--- config.mk ---
export PLATFORM = sky130hd
export DESIGN_NAME = seg7_mmio_display
export DESIGN_NICKNAME = d
export VERILOG_FILES = /design/src/rtl/seg7_mmio_display.sv
export SDC_FILE = /design/constraint.sdc
export NUM_CORES = 1
export LEC_CHECK = 0
export CAP_MARGIN = 0
export CELL_PAD_IN_SITES_DETAIL_PLACEMENT = 1
export CELL_PAD_IN_SITES_GLOBAL_PLACEMENT = 2
export CORE_UTILIZATION = 27
export DETAILED_ROUTE_END_ITERATION = 10
export PLACE_DENSITY_LB_ADDON = 0.3
export SLEW_MARGIN = 0
export SYNTH_ARGS = -nofsm -noshare
export SYNTH_HDL_FRONTEND = slang
export SYNTH_SLANG_ARGS = --single-unit
export TNS_END_PERCENT = 30
--- constraint.sdc ---
create_clock -name clk -period 2.4 [get_ports clk]
set_clock_uncertainty 0.15 [all_clocks]
set_input_delay 0.36 -clock clk [delete_from_list [all_inputs] [get_ports clk]]
set_output_delay 0.36 -clock clk [all_outputs]
set_load 0.05 [all_outputs]
--- src/rtl/seg7_mmio_display.sv ---
// Memory-mapped multi-digit seven-segment display controller: two-word register
// window (DATA, CTRL), refresh scan, blink, halt dash pattern, active-low drive.
module seg7_mmio_display #(
  parameter int unsigned NUM_DIGITS  = 4,
  parameter int unsigned REFRESH_DIV = 100000,
  parameter int unsigned BLINK_DIV   = 256,
  parameter logic [31:0] BASE_ADDR   = 32'h0000_0800
) (
  input  logic                  clk,
  input  logic                  rstn,
  input  logic                  rd,
  input  logic [3:0]            we,
  input  logic [31:0]           addr,
  input  logic [31:0]           data_in,
  output logic [31:0]           data_out,
  input  logic                  halt,
  output logic [6:0]            seg,
  output logic                  dp,
  output logic [NUM_DIGITS-1:0] an
);

  localparam int unsigned SW = (REFRESH_DIV > 1) ? $clog2(REFRESH_DIV) : 1;
  localparam int unsigned IW = (NUM_DIGITS > 1) ? $clog2(NUM_DIGITS) : 1;
  localparam int unsigned BW = (BLINK_DIV > 1) ? $clog2(BLINK_DIV) : 1;

  logic                  sel;
  logic [31:0]           data_reg;
  logic                  ctrl_en;
  logic                  ctrl_blink;
  logic [7:0]            dp_mask;
  logic [31:0]           ctrl_word;
  logic [SW-1:0]         scan_cnt;
  logic [IW-1:0]         idx;
  logic [BW-1:0]         blink_cnt;
  logic                  phase;
  logic                  step;
  logic [3:0]            nibble;
  logic [NUM_DIGITS-1:0] an_lit;
  logic                  dp_bit;
  logic [6:0]            glyph;
  logic                  unused_addr_bits;

  assign unused_addr_bits = ^addr[1:0];
  assign sel       = (addr[31:3] == BASE_ADDR[31:3]);
  assign ctrl_word = {16'h0000, dp_mask, 6'b000000, ctrl_blink, ctrl_en};
  assign step      = (scan_cnt == SW'(REFRESH_DIV - 1));

  // Register file and read port; a same-cycle read sees the pre-write value.
  always_ff @(posedge clk) begin
    if (!rstn) begin
      data_reg   <= '0;
      ctrl_en    <= 1'b1;
      ctrl_blink <= 1'b0;
      dp_mask    <= '0;
      data_out   <= '0;
    end else begin
      for (int unsigned i = 0; i < 4; i++) begin
        if (we[i] && sel && !addr[2])
          data_reg[8*i +: 8] <= data_in[8*i +: 8];
      end
      if (we[0] && sel && addr[2])
        {ctrl_blink, ctrl_en} <= data_in[1:0];
      if (we[1] && sel && addr[2])
        dp_mask <= data_in[15:8];
      data_out <= (rd && sel) ? (addr[2] ? ctrl_word : data_reg) : '0;
    end
  end

  // Scan and blink timing run independently of the enable bit.
  always_ff @(posedge clk) begin
    if (!rstn) begin
      scan_cnt  <= '0;
      idx       <= '0;
      blink_cnt <= '0;
      phase     <= 1'b1;
    end else begin
      scan_cnt <= step ? '0 : scan_cnt + SW'(1);
      if (step) begin
        idx <= (idx == IW'(NUM_DIGITS - 1)) ? '0 : idx + IW'(1);
        if (blink_cnt == BW'(BLINK_DIV - 1)) begin
          blink_cnt <= '0;
          phase     <= ~phase;
        end else begin
          blink_cnt <= blink_cnt + BW'(1);
        end
      end
    end
  end

  always_comb begin
    nibble = '0;
    an_lit = '1;
    dp_bit = 1'b1;
    for (int unsigned k = 0; k < NUM_DIGITS; k++) begin
      if (idx == IW'(k)) begin
        nibble    = data_reg[4*k +: 4];
        an_lit[k] = 1'b0;
        dp_bit    = ~dp_mask[k];
      end
    end
  end

  always_comb begin
    glyph = 7'h7F;
    case (nibble)
      4'h0: glyph = 7'h40;
      4'h1: glyph = 7'h79;
      4'h2: glyph = 7'h24;
      4'h3: glyph = 7'h30;
      4'h4: glyph = 7'h19;
      4'h5: glyph = 7'h12;
      4'h6: glyph = 7'h02;
      4'h7: glyph = 7'h78;
      4'h8: glyph = 7'h00;
      4'h9: glyph = 7'h10;
      4'hA: glyph = 7'h08;
      4'hB: glyph = 7'h03;
      4'hC: glyph = 7'h46;
      4'hD: glyph = 7'h21;
      4'hE: glyph = 7'h06;
      4'hF: glyph = 7'h0E;
    endcase
  end

  always_ff @(posedge clk) begin
    if (!rstn) begin
      seg <= 7'h7F;
      an  <= '1;
      dp  <= 1'b1;
    end else if (halt) begin
      seg <= 7'h3F;
      an  <= an_lit;
      dp  <= 1'b1;
    end else if (!ctrl_en || (ctrl_blink && !phase)) begin
      seg <= 7'h7F;
      an  <= '1;
      dp  <= 1'b1;
    end else begin
      seg <= glyph;
      an  <= an_lit;
      dp  <= dp_bit;
    end
  end

endmodule

==> flow_summary.toml <==
[status]
outcome = "finished clean"

[synthesis]
ys_warn_count = 0
synth_edf_count = 0
netlist_area_um2 = 4710
netlist-cell-type-count = 47
synth_seq_cells = 114
avgSynthCellArea_um2 = 9.27
synthFlopType = "dfxtp_1"
synth-async-reset-ratio_pct = 0
seq_area_frac_synth_pct = 48.5
synthCells = 508
syn_nets = 591

[timing]
rsz0062_at_grt = "no"
fmax_mhz = 433
drv_slew = 0
fin_crit_sh_pct = 96.2
hold_viol = 0
worst-slew-pin-transition_ns = 0.613
finalCriticalPeriod_ns = 2.31
max_slew_margin_pct = 59.1
setup_violations = 0

[clock_tree]
cts_max_level = 4
cts_setup_buffers = 0
cts_buffer_depth = 2
clock_tree.root_cell = "clkbuf_16"
cts.sinks = 114
cts_buffers = 17
clock_latency_ns = 0.41
clkSlewWorstSetupHoldPaths_ns = 0.05
cts_tree = "yes"

[routing]
routed_wirelength_um = 13000
wl_per_cell_um = 14.8
routed_via_density = 4.53
vias = 3962
ant_nets = 0
drc = 0
initialDrtViolationCount = 116
firstDrtPassIters = 4

[floorplan]
io-pin-count = 116
die_x_um = 134
dieArea_um2 = 18000
dieHeight_um = 134
rows = 47
core_area_um2 = 16800
initial_core_util_pct = 28.0

[cells_and_area]
area_delta_synth_final_pct = 44.0
layout_common_cells = "nand2_1 (116), dfxtp_1 (113), clkdlybuf4s50_1 (112)"
nets = 724
final_common_cell = "nand2_1"
drive_above_1_share_pct = 10.4
stdcell_area_um2 = 6780
utilization_pct = 40.3
antenna_cells = 0

[critical_path]
startpoint_type = "flip-flop"
cp_cell_sequence = "or4b_4, or4_1, or3_1, a21boi_1"
arrival_ns = 2.50
cp_slowest_cell = "or4_1"
cp_max_fo = 7
worstPathRequired_ns = 2.59
max_stage_delay_ns = 0.68
criticalPathCategory = "reg2reg"
r2r_cells = 4
critPathCaptureType = "flip-flop"

[hold_path]
worst_hold_path_type = "in2reg"
hold_path_depth = 2

[grt]
grt_util_all_layers_pct = 15.4
gr-total-overflow = 0
grt_max_degree = 59
antenna_found_initial = 0
grt_first_pass_wirelength_um = 21500
grt_pass1_vias = 4273

[placed_design]
gp_congestion = 0.838
dp.final_hpwl_um = 9650
dpl_cell_area_um2 = 6210
io_buffers = 113

[pwr]
power_per_cell_area_nw_per_um2 = 667
vdd_ir_drop_max_mv = 0.497
cellLeakagePower_nw = 2.50

[flow_run]
cap_violations = 0
## final timing paths
path	start	end	slack, ns
worst min-delay path	rstn	scan_cnt[4]$_SDFF_PP0_	0.19
worst min register to register	data_reg[22]$_SDFFE_PN0P_	data_out[22]$_SDFF_PP0_	0.30
worst max-delay path	scan_cnt[6]$_SDFF_PP0_	idx[0]$_SDFFE_PN0N_	0.09
worst max register to register	scan_cnt[6]$_SDFF_PP0_	idx[0]$_SDFFE_PN0N_	0.09
## layout make-up
cell class,instances,area (µm²)
clock inverters,11,114
flip-flops and latches,114,2280
inverters,6,22.5
fillers,1948,10000
well taps,220,275
repair buffers,139,1330
clock buffers,21,440
multi-input cells,363,2310
## routing by layer
metal	routed length (µm)	GRT usage, %	vias to the layer above	part of all wire (%)
li1	-	-	1992	-
met1	5780	17.8	1887	45
met2	6490	26.6	62	50
met3	373	4.04	21	2.9
met4	311	6.87	0	2.4
met5	0	0	-	0
## per-stage QoR
stage | hold WS (ns) | power (mW) | setup TNS, ns | worst slack (ns) | cells
2_1_floorplan | 0.276 | 2.04 | 0 | 0.129 | 508
3_3_place_gp | 0.286 | 2.19 | -1.57 | -0.0516 | 842
3_5_place_dp | 0.294 | 2.20 | -4.53 | -0.132 | 842
4_1_cts | 0.187 | 4.60 | 0 | 0.0145 | 874
5_1_grt | 0.198 | 4.70 | 0 | 0.0134 | 874
6_report | 0.194 | 4.52 | 0 | 0.0913 | 874
## report_power, final
| group | internal (mW) | switching, mW | total, mW |
|---|---|---|---|
| clock | 1.51 | 0.857 | 2.37 |
| combinational | 0.137 | 0.104 | 0.240 |
| sequential | 1.91 | 0.00609 | 1.91 |
| total | 3.56 | 0.967 | 4.52 |
## synth_stat cells, types with 2 or more instances
library cell  instances  area [µm²]
nand2_1             116         435
dfxtp_1             114        2280
mux2i_1              54         541
nor2_1               29         109
and2_1               27         169
clkbuf_1             19        71.3
o21ai_0              13        65.1
ha_1                 11         138
xor2_1               10        87.6
nand4_1               8        50.1
xnor2_1               8        70.1
nand3_1               7        35.0
nor2b_1               7        43.8
nor3b_1               7        52.6
a21oi_1               6        30.0
and3_1                6        37.5
buf_2                 6        30.0
inv_1                 6        22.5
or3_1                 6        37.5
a21boi_0              5        37.5
nor4_1                5        31.3
o211ai_1              4        30.0
nand3b_1              3        22.5
nor3_1                3        15.0
a311o_1               2        20.0
and3_2                2        15.0
and4_1                2        17.5
nand4bb_1             2        22.5
o221ai_1              2        17.5
## worst max-delay path, delay by kind of cell, from the launching register on
family           cells  cell delay (ns)
flip-flops           1             0.33
AND/OR/NAND/NOR      3             1.62
AO/OA/AOI/OAI        1             0.14
## cell families after synthesis
kind of cell    after synthesis  share of synthesized area [%]
simple gates                238                           24.9
flops                       114                           48.5
mux                          54                           11.5
compound gates               42                           6.22
buf+inv                      31                           2.63
xor+xnor                     18                           3.35
fa+ha+maj                    11                           2.92
## repair_timing
action	4_1_cts	5_1_grt
gates resized for setup	1	4
pin swaps	1	0
hold buffers	0	0
setup endpoints to repair	3	5
cloned	0	0
(Power assumes the default switching activity.)
